## src/rtl/prediction_stat_tracker.sv

```systemverilog
// Per-predictor accuracy tracker for the SP/LHP/GHP predictors: in-flight prediction FIFO,
// saturating stat counts and one-hot trend decodes scored on branch resolution.
module prediction_stat_tracker #(
   parameter int unsigned STAT_COUNTER_WIDTH = 5,
   parameter int unsigned MISS_PENALTY       = 2,
   parameter int unsigned QUEUE_DEPTH        = 4
) (
   input  logic                          clk,
   input  logic                          rst_n,
   input  logic                          pred_valid,
   output logic                          pred_ready,
   input  logic                          SP_prediction,
   input  logic                          LHP_prediction,
   input  logic                          GHP_prediction,
   input  logic                          resolve_valid,
   input  logic                          resolve_taken,
   input  logic                          flush,
   output logic [STAT_COUNTER_WIDTH-1:0] SP_stat_count,
   output logic [STAT_COUNTER_WIDTH-1:0] LHP_stat_count,
   output logic [STAT_COUNTER_WIDTH-1:0] GHP_stat_count,
   output logic [3:0]                    SP_trend_decode,
   output logic [3:0]                    LHP_trend_decode,
   output logic [3:0]                    GHP_trend_decode,
   output logic                          underflow_err
);

   localparam int unsigned W    = STAT_COUNTER_WIDTH;
   localparam int unsigned PtrW = $clog2(QUEUE_DEPTH);
   localparam int unsigned CntW = PtrW + 1;
   localparam logic [W-1:0] StatMax = '1;
   localparam logic [W:0]   Penalty = (W+1)'(MISS_PENALTY);

   // Entry layout: bit2 = SP, bit1 = LHP, bit0 = GHP; predictor index i maps to bit 2-i.
   logic [2:0]      fifo_mem [QUEUE_DEPTH];
   logic [PtrW-1:0] wr_ptr_q, wr_ptr_d;
   logic [PtrW-1:0] rd_ptr_q, rd_ptr_d;
   logic [CntW-1:0] occ_q, occ_d;
   logic [W-1:0]    stat_q [3];
   logic [W-1:0]    stat_d [3];
   logic [2:0]      hist_q [3];
   logic [2:0]      hist_d [3];
   logic [3:0]      trend_q [3];
   logic [3:0]      trend_d [3];
   logic            underflow_q, underflow_d;

   logic            empty, full, push, pop;
   logic [2:0]      head, pred_bits;
   logic            correct [3];
   logic [W:0]      diff [3];
   logic [1:0]      ones [3];

   assign empty      = (occ_q == '0);
   assign full       = (occ_q == CntW'(QUEUE_DEPTH));
   assign pred_ready = !full;
   // Flush drops a same-cycle push; a pop on an empty FIFO is an underflow, not a bypass.
   assign push       = pred_valid && !full && !flush;
   assign pop        = resolve_valid && !empty;
   assign head       = fifo_mem[rd_ptr_q];
   assign pred_bits  = {SP_prediction, LHP_prediction, GHP_prediction};

   always_comb begin
      wr_ptr_d    = wr_ptr_q;
      rd_ptr_d    = rd_ptr_q;
      occ_d       = occ_q;
      underflow_d = underflow_q | (resolve_valid & empty);
      if (flush) begin
         wr_ptr_d = '0;
         rd_ptr_d = '0;
         occ_d    = '0;
      end else begin
         if (push) wr_ptr_d = wr_ptr_q + PtrW'(1);
         if (pop)  rd_ptr_d = rd_ptr_q + PtrW'(1);
         occ_d = occ_q + CntW'(push) - CntW'(pop);
      end
   end

   always_comb begin
      for (int i = 0; i < 3; i++) begin
         correct[i] = (head[2-i] == resolve_taken);
         diff[i]    = {1'b0, stat_q[i]} - Penalty;
         stat_d[i]  = stat_q[i];
         hist_d[i]  = hist_q[i];
         if (pop) begin
            hist_d[i] = {hist_q[i][1:0], correct[i]};
            if (correct[i]) begin
               if (stat_q[i] != StatMax) stat_d[i] = stat_q[i] + W'(1);
            end else begin
               // Borrow out of the W+1 bit difference means the count would go negative.
               stat_d[i] = diff[i][W] ? '0 : diff[i][W-1:0];
            end
         end
         ones[i]    = {1'b0, hist_d[i][0]} + {1'b0, hist_d[i][1]} + {1'b0, hist_d[i][2]};
         trend_d[i] = 4'b0001 << ones[i];
      end
   end

   always_ff @(posedge clk) begin
      if (!rst_n) begin
         wr_ptr_q    <= '0;
         rd_ptr_q    <= '0;
         occ_q       <= '0;
         underflow_q <= 1'b0;
         for (int i = 0; i < 3; i++) begin
            stat_q[i]  <= '0;
            hist_q[i]  <= 3'b000;
            trend_q[i] <= 4'b0001;
         end
      end else begin
         wr_ptr_q    <= wr_ptr_d;
         rd_ptr_q    <= rd_ptr_d;
         occ_q       <= occ_d;
         underflow_q <= underflow_d;
         for (int i = 0; i < 3; i++) begin
            stat_q[i]  <= stat_d[i];
            hist_q[i]  <= hist_d[i];
            trend_q[i] <= trend_d[i];
         end
      end
   end

   // Storage needs no reset: occupancy gates every read.
   always_ff @(posedge clk) begin
      if (rst_n && push) fifo_mem[wr_ptr_q] <= pred_bits;
   end

   assign SP_stat_count    = stat_q[0];
   assign LHP_stat_count   = stat_q[1];
   assign GHP_stat_count   = stat_q[2];
   assign SP_trend_decode  = trend_q[0];
   assign LHP_trend_decode = trend_q[1];
   assign GHP_trend_decode = trend_q[2];
   assign underflow_err    = underflow_q;

endmodule

```

## config.mk

```make
export PLATFORM = sky130hd
export DESIGN_NAME = prediction_stat_tracker
export DESIGN_NICKNAME = d
export VERILOG_FILES = /design/src/rtl/prediction_stat_tracker.sv
export SDC_FILE = /design/constraint.sdc
export NUM_CORES = 1
export LEC_CHECK = 0
export ABC_AREA = 0
export BUFFER_PORTS_ARGS = -buffer_cell sky130_fd_sc_hd__buf_2
export CAP_MARGIN = 20
export CORE_MARGIN = 2
export CORE_UTILIZATION = 60
export CTS_BUF_LIST = sky130_fd_sc_hd__clkbuf_4
export DETAILED_ROUTE_END_ITERATION = 16
export GPL_ROUTABILITY_DRIVEN = 0
export MAX_ROUTING_LAYER = met4
export PLACE_DENSITY_LB_ADDON = 0.05
export SYNTH_ARGS = -nofsm -noshare
export SYNTH_HDL_FRONTEND = slang
export SYNTH_SLANG_ARGS = --single-unit
export TNS_END_PERCENT = 50
```

## constraint.sdc

```tcl
create_clock -name clk -period 2.7 [get_ports clk]
set_input_delay 0.27 -clock clk [delete_from_list [all_inputs] [get_ports clk]]
set_output_delay 0.27 -clock clk [all_outputs]
set_load 0.005 [all_outputs]
```

==> reports/results.env, run 1 <==
POST_SYNTH_INST_COUNT=292
POST_DRT_WL_PER_CELL_UM=13.27
CLOCK_INSERTION_DELAY_WORST_SKEW_PS=400
GRT.OVERFLOW.TOTAL=0
CLKSLEWWORSTSETUPHOLDPATHS_PS=100
RSZ0062_AT_GRT='no'
POWER.DENSITY_nW_PER_UM2=515.3
TRITONCTS.NUM_BUFFERS=9
GRT_ANTENNA_BEFORE_REPAIR=0
FMAXACHIEVABLE_GHz=0.3953
CRIT_FANOUT=5
HOLD_VIOLATIONS=0
YS_WARN_COUNT=0
CRITPATHARRIVALTIME_PS=2820
ROW_COUNT=25
SYNTHDOMINANTAREACELLTYPE='sky130_fd_sc_hd__dfxtp_1'
FIRST_PASS_GRT_WIRE_LENGTH_MM=9.101
SYNTH_AREA_PER_CELL_UM2=10.21
FIRSTDRTPASSITERS=5
SLEW_VIOL_FINAL=0
H-TREE-DEPTH=3
LAYOUT_MIN_CYCLE_TIME_PS=2530
CTS_HOLD_BUFFERS=0
SYNTHARSTFLOPSHARE_PCT=0
MIN-DELAY-PATH-CLASS='input pin to flop'
YOSYS.AREA.TOP_TYPE_SHARE_PCT=30.89
FINALWORSTSETUPSLACK_PS=170.2
CTS.PATH.MAX_BUFFERS=2
PORT-BUFFER-COUNT=37
CLOCK_TREE_FROM_TRITONCTS='done'
CTS_SINKS=58
STATUS='completed'
YS_SEQ_ELEMENTS=58
SYNTH_TOP_CELLS_BY_COUNT='46 x sky130_fd_sc_hd__dfxtp_1, 40 x sky130_fd_sc_hd__nand2_1, 19 x sky130_fd_sc_hd__nor2_1'
POWER_LEAKAGE_nW=1.452
FINAL_NET_COUNT=364
INITIAL_STANDARD_CELL_UTILIZATION_OF_THE_CORE_PCT=62.71
SYN-NUM-NETS=323
CORE_AREA_UM2=4755
ANTENNA_VIOLATING_NETS_POST_ROUTE=0
MAXSLEWHEADROOM_PCT=72.13
FINALNONFILLERCELLS=405
ROUTE.DETAILED.DRC=0
DRV_CAP=0
PLACE_WORST_SETUP_SLACK_PS=148.4
CRITICALPATHCATEGORY='flop to flop'
CTS_RESIZED=0
PIN_COUNT=38
DIE_WIDTH_UM=74.50
SYNTHESIS.AREA_UM2=2982
MAXIMUM_NUMBER_OF_PINS_ON_ONE_NET_BEFORE_GLOBAL_ROUTE_REPAIR=37
TOTALNEGATIVESETUPSLACK_PS=0
PART_OF_THE_YOSYS_AREA_USED_FOR_SEQUENTIAL_ELEMENTS_PCT=42.97
CRIT_PATH_END_KIND='flop'
SYN2LAYOUT_AREA_GROWTH_PCT=12.80
WL_MM=5.375
WORST_PATH_REQUIRED_TIME_PS=2990
DRIVE_ABOVE_1_SHARE_PCT=23.37
CRIT_SHARE_POST_ROUTE_PCT=93.70
DRT_ITER0_MARKERS=139
PLACE.DETAILED.INSTANCES=389
POST_SYNTH_NUM_CELL_TYPES=40
SETUP_VIOL=0
CLOCK-SKEW-FINAL_PS=13.79
DIE-HEIGHT_UM=74.50
SYNTHMOSTINSTANTIATEDCELL='sky130_fd_sc_hd__dfxtp_1'
GR-USAGE-ALL-LAYERS_PCT=22.57
NUM_ANTENNA_CELLS=0
WORST_IR_DROP_VDD_mV=0.3838
VIASPERCELL=5.459
VIA_COUNT=2211
WORST_PIN_SLEW_PS=418.0
CTS_SETUP_BUFFERS=0
SYNTH.AREA.TOP_CELLS='sky130_fd_sc_hd__dfxtp_1 31%, sky130_fd_sc_hd__edfxtp_1 12%, sky130_fd_sc_hd__ha_1 7.6%'
DP_HPWL_MM=3.832
DIE-AREA_UM2=5550
SYNTH_TOP_FLOP_CELL='sky130_fd_sc_hd__dfxtp_1'
POST_SYNTH_EDFFS=12
CTS_ROOT_BUF='sky130_fd_sc_hd__clkbuf_4'
WORSTSETUPSTARTPOINTTYPE='flop'
FIRST_GLOBAL_VIAS=2050
## cell families (layout without fill, tap and decap cells)
family / count (synthesis) / in the layout / synth area share (%)
simple gates: 124 / 124 / 21.65
flops: 58 / 58 / 42.97
compound gates: 39 / 39 / 10.24
buf+inv: 26 / 72 / 3.608
fa+ha+maj: 22 / 22 / 10.24
mux: 12 / 12 / 5.413
xor+xnor: 11 / 11 / 5.875
## final timing paths
kind	from	to	slack (ps)	cells past startpoint
hold / removal	GHP_prediction	fifo_mem[0][0]	80	1
hold reg to reg	underflow_err	underflow_err	480	2
setup reg to reg	occ_q[1]	occ_q[2]	170	11
setup / recovery	occ_q[1]	occ_q[2]	170	11
## per-stage QoR
stage | hold slack, ps | util [%] | area [µm²] | power (mW)
4_1_cts | 76.37 | 70.71 | 3362 | 1.750
3_3_place_gp | 454.6 | 67.84 | 3226 | 1.132
5_1_grt | 78.01 | 70.74 | 3363 | 1.811
3_5_place_dp | 462.6 | 67.84 | 3226 | 1.137
6_report | 84.71 | 70.74 | 3363 | 1.733
2_1_floorplan | 368.9 | - | 2982 | 1.082
## area by class of cell
cell class	count	area, µm²
fillers	394	1391
well taps	67	83.83
repair buffers	40	207.7
inverters	16	60.06
clock inverters	5	53.80
flip-flops and latches	58	1282
multi-input cells	208	1593
clock buffers	11	82.58
## power breakdown
group / total, mW / internal [mW] / switching, mW / leakage [nW]
Combinational: 0.190 / 0.0795 / 0.111 / 0.890
Sequential: 0.926 / 0.905 / 0.0207 / 0.481
Clock: 0.617 / 0.302 / 0.315 / 0.0810
## critical path: stages, from the launching register on
cell and delay (ps):
sky130_fd_sc_hd__dfxtp_1 400, sky130_fd_sc_hd__or3b_2 510, sky130_fd_sc_hd__nand2_1 140, sky130_fd_sc_hd__or2_2 130, sky130_fd_sc_hd__ha_1 220, sky130_fd_sc_hd__inv_1 70
sky130_fd_sc_hd__ha_1 140, sky130_fd_sc_hd__inv_1 50, sky130_fd_sc_hd__fa_1 380, sky130_fd_sc_hd__xor2_1 160, sky130_fd_sc_hd__xnor2_1 170, sky130_fd_sc_hd__nor2_1 50
## layer usage
metal  routed length, µm  part of all wire (%)  GRT usage, %
met1                2435                    45         27.95
met2                2607                    49         35.50
met3                 233                   4.3         4.878
met4                  99                   1.8         10.12
met5                   0                     0             -
## state kept, by name (all words and copies together), names as in the netlist, named ones only
name           cells
underflow_err      1
stat_q            15
wr_ptr_q           2
hist_q             9
occ_q              3
trend_q           12
fifo_mem          12
rd_ptr_q           2
## cells in the final DEF (no fill, tap or decap), types with 4 or more instances in the layout
cell	Yosys	final
sky130_fd_sc_hd__nor2_1	19	19
sky130_fd_sc_hd__nor4_1	6	6
sky130_fd_sc_hd__mux2i_1	6	6
sky130_fd_sc_hd__nor3b_1	5	5
sky130_fd_sc_hd__nand3_1	4	4
sky130_fd_sc_hd__inv_1	15	15
sky130_fd_sc_hd__o22ai_1	6	6
sky130_fd_sc_hd__fa_1	4	4
sky130_fd_sc_hd__o21ai_0	9	9
sky130_fd_sc_hd__a21oi_1	5	5
sky130_fd_sc_hd__nor3_1	10	10
sky130_fd_sc_hd__ha_1	18	18
sky130_fd_sc_hd__edfxtp_1	12	12
sky130_fd_sc_hd__nand2_1	40	40
sky130_fd_sc_hd__o31a_1	6	6
sky130_fd_sc_hd__dfxtp_1	46	45
sky130_fd_sc_hd__and3_1	6	6
sky130_fd_sc_hd__and2_1	16	16
sky130_fd_sc_hd__buf_2	0	37
sky130_fd_sc_hd__clkbuf_4	0	11
(Power assumes the default switching activity.)
==> run 2: changes to the inputs <==
Settings changed: CORE_ASPECT_RATIO set to 1.25.
==> reports/results.env, run 2 (same netlist as run 1, synthesis figures left out) <==
STATUS='completed'
P_SW_SHARE_PCT=26.30
HOLD_VIOLATIONS=0
FLIP_FLOP_COUNT_OF_THE_LARGEST_REGISTER_ALL_COPIES_AND_WORDS_ADDED=15
PORT-BUFFER-COUNT=37
CLOCK_NETWORK_POWER_SHARE_PCT=35.1
POWER_REPORT.INTERNAL_TOTAL_mW=1.271
WORST_PIN_SLEW_PS=439.3
LAYOUT_MIN_CYCLE_TIME_PS=2453
CRIT_SHARE_POST_ROUTE_PCT=90.84
CTS_SETUP_BUFFERS=0
CRIT_PATH_BUF_INV_COUNT=2
NUMBER_OF_INSTANCES_ON_THE_WORST_HOLD_PATH=1
CRIT_FANOUT=4
WORST_HOLD_STARTPOINT='SP_prediction'
DRIVE_ABOVE_1_SHARE_PCT=23.30
SYN2LAYOUT_AREA_GROWTH_PCT=12.67
CLOCK_TREE_FROM_TRITONCTS='done'
GRT.OVERFLOW.TOTAL=0
DP_HPWL_MM=4.025
LAYOUT_TOP_REGISTERS='stat_q x15, fifo_mem x12, trend_q x12'
RR_STARTPOINT='occ_q[2]'
FIRST_GLOBAL_VIAS=2170
H-TREE-DEPTH=3
DESIGN_POWER_TOTAL_mW=1.725
ROUTE.DETAILED.DRC=0
FMAXACHIEVABLE_GHz=0.4077
P_COMB_SHARE_PCT=11.2
POWER_LEAKAGE_nW=1.446
LARGEST_REGISTER='stat_q'
CRITICALPATHCATEGORY='flop to flop'
CLOCK-SKEW-FINAL_PS=13.74
DRT_ITER0_MARKERS=155
CTS_ROOT_BUF='sky130_fd_sc_hd__clkbuf_4'
CRITPATHLAUNCH='occ_q[2]'
SETUP_VIOL=0
POWER.SEQUENTIAL.FRACTION_PCT=53.7
LAYOUT_COMMONEST_CELL='sky130_fd_sc_hd__dfxtp_1'
CRITICAL-PATH-SLOWEST-CELL='sky130_fd_sc_hd__or3b_2'
TRITONCTS.NUM_BUFFERS=9
MAXIMUM_NUMBER_OF_PINS_ON_ONE_NET_BEFORE_GLOBAL_ROUTE_REPAIR=37
CTS_HOLD_BUFFERS=0
VIASPERCELL=5.689
CTS.PATH.MAX_BUFFERS=2
FINAL_NET_COUNT=365
CLOCK_INSERTION_DELAY_WORST_SKEW_PS=410
DIE-AREA_UM2=5553
TOTALNEGATIVESETUPSLACK_PS=0
CLKSLEWWORSTSETUPHOLDPATHS_PS=100
WORST_HOLD_MARGIN_PS=66.34
PIN_COUNT=38
SLEW_VIOL_FINAL=0
PLACE_WORST_SETUP_SLACK_PS=191.9
INITIAL_STANDARD_CELL_UTILIZATION_OF_THE_CORE_PCT=62.58
FIRSTDRTPASSITERS=5
FINAL_CELL_AREA_UM2=3359
CTS_SINKS=58
REGTOREGENDPOINT='occ_q[2]'
WL_MM=5.644
WORST_IR_DROP_VDD_mV=0.4389
GR-USAGE-ALL-LAYERS_PCT=22.70
PLACEDINSTANCEAREA_UM2=3224
POWER.SWITCHING_mW=0.4536
MOST-COMMON-LAYOUT-CELLS='45 x sky130_fd_sc_hd__dfxtp_1, 40 x sky130_fd_sc_hd__nand2_1, 37 x sky130_fd_sc_hd__buf_2'
RSZ0062_AT_GRT='no'
HOLD-PATH-ENDPOINT='fifo_mem[1][2]'
FIRST_PASS_GRT_WIRE_LENGTH_MM=9.390
DIE-HEIGHT_UM=82.82
WORST_R2R_PATH_DEPTH=11
GRT_ANTENNA_BEFORE_REPAIR=0
WORSTSETUPSTARTPOINTTYPE='flop'
WORST_PATH_REQUIRED_TIME_PS=3000
WORSTPATHCELLLIST='or3b_2 > nand2_1 > or2_2 > ha_1 > inv_1 > ha_1 > inv_1 > fa_1 > xor2_1 > xnor2_1 > nor2_1'
POWER.DENSITY_nW_PER_UM2=513.3
NUM_ANTENNA_CELLS=0
ANTENNA_VIOLATING_NETS_POST_ROUTE=0
CORE_AREA_UM2=4765
CRIT_FAMILY='simple AND/OR/NAND/NOR gates'
DIE_WIDTH_UM=67.05
VIA_COUNT=2270
FINALWORSTSETUPSLACK_PS=247.2
RRSETUPSLACK_PS=250
WORST_PATH_LARGEST_CELL_DELAY_PS=490
DRV_CAP=0
CRIT_PATH_END_KIND='flop'
MAXSLEWHEADROOM_PCT=70.71
CRITPATHARRIVALTIME_PS=2750
POST_DRT_WL_PER_CELL_UM=14.15
MIN-DELAY-PATH-CLASS='input pin to flop'
ROW_COUNT=28
-- run 2: cell count changes in the layout (fill, tap and decap cells not counted) --
cell and delta:
sky130_fd_sc_hd__clkinv_1 +1, sky130_fd_sc_hd__buf_4 +1, sky130_fd_sc_hd__clkbuf_4 -1, sky130_fd_sc_hd__clkinvlp_4 +2, sky130_fd_sc_hd__inv_6 -1, sky130_fd_sc_hd__clkinv_2 -1
-- run 2: how the worst max path moves through the flow --
stage,slack [ps],end,cells after the start
global route,60,occ_q[2],11
finish,250,occ_q[2],11
CTS,160,occ_q[2],11
floorplan,310,occ_q[2],11
detailed placement,190,occ_q[2],11
global placement,260,occ_q[2],11
-- run 2: power by group through the flow --
| stage | sequential, mW | combinational, mW | clock, mW |
|---|---|---|---|
| 4_1_cts | 0.925 | 0.195 | 0.619 |
| 3_5_place_dp | 0.945 | 0.194 | 0 |
| 5_1_grt | 0.930 | 0.215 | 0.654 |
| 3_3_place_gp | 0.944 | 0.189 | 0 |
| 2_1_floorplan | 0.944 | 0.138 | 0 |
| 6_report | 0.925 | 0.193 | 0.606 |
-- run 2: area by class of cell --
type	count	area [µm²]
fill	384	1405
clock inverter	6	58.81
sequential	58	1282
clock buffer	10	75.07
multi-input combinational	208	1593
tap	60	75.07
inverter	16	60.06
timing repair buffer	41	215.2
-- run 2: per-layer routing --
metal	GRT usage [%]	routed length [µm]	vias to the layer above
met5	-	0	-
met4	12.43	134	0
met2	36.63	2924	56
met3	4.607	238	12
li1	-	-	1119
met1	25.74	2346	1083
-- run 2: timing repair --
item                       CTS  global route
setup endpoints to repair    0             1
resized for setup            0             1
hold endpoints to repair     0             0
-- run 2: through the flow --
stage / utilization (%) / cells
floorplan: - / 292
global placement: 67.67 / 383
detailed placement: 67.67 / 383
CTS: 70.48 / 399
global route: 70.51 / 399
finish: 70.51 / 399
==> run 3: changes to the inputs <==
Settings changed: CORE_UTILIZATION 60 to 64.
Clock period 2.7 ns to 3.15 ns, I/O delays scaled along.
==> reports/results.env, run 3 (same netlist as run 1, synthesis figures left out) <==
STATUS='completed'
WORST_PATH_REQUIRED_TIME_PS=3440
DESIGN_POWER_TOTAL_mW=1.451
TRITONCTS.NUM_BUFFERS=9
CRIT_PATH_BUF_INV_COUNT=2
VIA_COUNT=2231
DIE_WIDTH_UM=65.05
LAYOUT_MIN_CYCLE_TIME_PS=2489
SYN2LAYOUT_AREA_GROWTH_PCT=11.62
FLIP_FLOP_COUNT_OF_THE_LARGEST_REGISTER_ALL_COPIES_AND_WORDS_ADDED=15
HOLD_VIOLATIONS=0
MAXSLEWHEADROOM_PCT=71.18
FIRSTDRTPASSITERS=4
WL_MM=5.424
MOST-COMMON-LAYOUT-CELLS='46 x sky130_fd_sc_hd__dfxtp_1, 40 x sky130_fd_sc_hd__nand2_1, 37 x sky130_fd_sc_hd__buf_2'
FINAL_NET_COUNT=363
POWER.DENSITY_nW_PER_UM2=435.9
CRITPATHARRIVALTIME_PS=2780
LAYOUT_TOP_REGISTERS='stat_q x15, fifo_mem x12, trend_q x12'
CLOCK_INSERTION_DELAY_WORST_SKEW_PS=400
VIASPERCELL=5.677
CRIT_PATH_END_KIND='flop'
MIN-DELAY-PATH-CLASS='input pin to flop'
NUM_ANTENNA_CELLS=0
DRT_ITER0_MARKERS=198
DP_HPWL_MM=3.857
LARGEST_REGISTER='stat_q'
POWER_LEAKAGE_nW=1.431
FINAL_CELL_AREA_UM2=3328
GRT_ANTENNA_BEFORE_REPAIR=0
RSZ0062_AT_GRT='no'
CRIT_FAMILY='simple AND/OR/NAND/NOR gates'
FINALWORSTSETUPSLACK_PS=661.4
CLOCK_TREE_FROM_TRITONCTS='done'
WORST_PIN_SLEW_PS=431.7
PORT-BUFFER-COUNT=37
ANTENNA_VIOLATING_NETS_POST_ROUTE=0
CRIT_SHARE_POST_ROUTE_PCT=79.00
WORST_PATH_LARGEST_CELL_DELAY_PS=500
CTS_HOLD_BUFFERS=0
MAXIMUM_NUMBER_OF_PINS_ON_ONE_NET_BEFORE_GLOBAL_ROUTE_REPAIR=37
LAYOUT_COMMONEST_CELL='sky130_fd_sc_hd__dfxtp_1'
FMAXACHIEVABLE_GHz=0.4018
PLACE_WORST_SETUP_SLACK_PS=651.0
SETUP_VIOL=0
GRT.OVERFLOW.TOTAL=0
FIRST_GLOBAL_VIAS=2143
CTS_ROOT_BUF='sky130_fd_sc_hd__clkbuf_4'
WORSTPATHCELLLIST='or3b_2 > nand2_1 > or2_2 > ha_1 > inv_1 > ha_1 > inv_1 > fa_1 > xor2_1 > xnor2_1 > nor2_1'
LAYOUT.FILLER_CELLS=346
CTS_SETUP_BUFFERS=0
CTS.PATH.MAX_BUFFERS=2
CRIT_FANOUT=4
FINAL-SEQ-AREA_UM2=1281
INITIAL_STANDARD_CELL_UTILIZATION_OF_THE_CORE_PCT=66.86
FOOTPRINT_OF_THE_MULTI_INPUT_GATES_UM2=1593
CLKSLEWWORSTSETUPHOLDPATHS_PS=100
CLOCK-SKEW-FINAL_PS=19.81
H-TREE-DEPTH=3
CRITICALPATHCATEGORY='flop to flop'
POST_DRT_WL_PER_CELL_UM=13.80
FIRST_PASS_GRT_WIRE_LENGTH_MM=9.446
CORE_AREA_UM2=4459
PLACEDINSTANCEAREA_UM2=3207
CRITICAL-PATH-SLOWEST-CELL='sky130_fd_sc_hd__or3b_2'
GR-USAGE-ALL-LAYERS_PCT=24.38
ROW_COUNT=27
CTS_RESIZED=0
TOTALNEGATIVESETUPSLACK_PS=0
DIE-HEIGHT_UM=80.31
DRIVE_ABOVE_1_SHARE_PCT=22.09
ROUTE.DETAILED.DRC=0
SLEW_VIOL_FINAL=0
WORSTSETUPSTARTPOINTTYPE='flop'
PIN_COUNT=38
DRV_CAP=0
WORST_IR_DROP_VDD_mV=0.3442
DIE-AREA_UM2=5224
CTS_SINKS=58
[run 3: changes by cell type in the layout (fill, tap and decap cells not counted)]
cell / change
sky130_fd_sc_hd__buf_4: -2
sky130_fd_sc_hd__clkinv_2: -1
sky130_fd_sc_hd__clkinvlp_4: -1
sky130_fd_sc_hd__dfxtp_1: +1
sky130_fd_sc_hd__dfxtp_2: -1
[run 3: worst paths after layout]
kind	to	cells past startpoint	startpoint	slack, ps
max	occ_q[2]	11	occ_q[2]	660
min	fifo_mem[1][0]	1	GHP_prediction	120
max reg2reg	occ_q[2]	11	occ_q[2]	660
min reg2reg	underflow_err	2	underflow_err	500
[run 3: through the flow]
step	instances	hold WS, ps	util [%]
after global routing	393	108.1	74.64
after detailed placement	379	473.7	71.91
final	393	120.9	74.64
after global placement	379	453.0	71.91
after CTS	393	105.0	74.64
after floorplan	292	413.9	-
[run 3: metal layers]
| layer | wire (µm) | global-route usage (%) | share of wire, % |
|---|---|---|---|
| met1 | 2324 | 28.78 | 43 |
| met2 | 2699 | 39.79 | 50 |
| met3 | 277 | 6.162 | 5.1 |
| met4 | 122 | 10.42 | 2.2 |
| met5 | 0 | - | 0 |
[run 3: layout make-up]
class,instances,area share (%)
Clock buffer,10,2.256
Clock inverter,4,1.391
Inverter,16,1.805
Multi-Input combinational cell,208,47.86
Sequential cell,58,38.50
Tap cell,58,2.180
Timing Repair Buffer,39,6.015
[run 3: power breakdown]
group	internal, mW	total [mW]	switching, mW
sequential	0.776	0.793	0.0176
clock	0.239	0.497	0.258
combinational	0.0665	0.161	0.0945
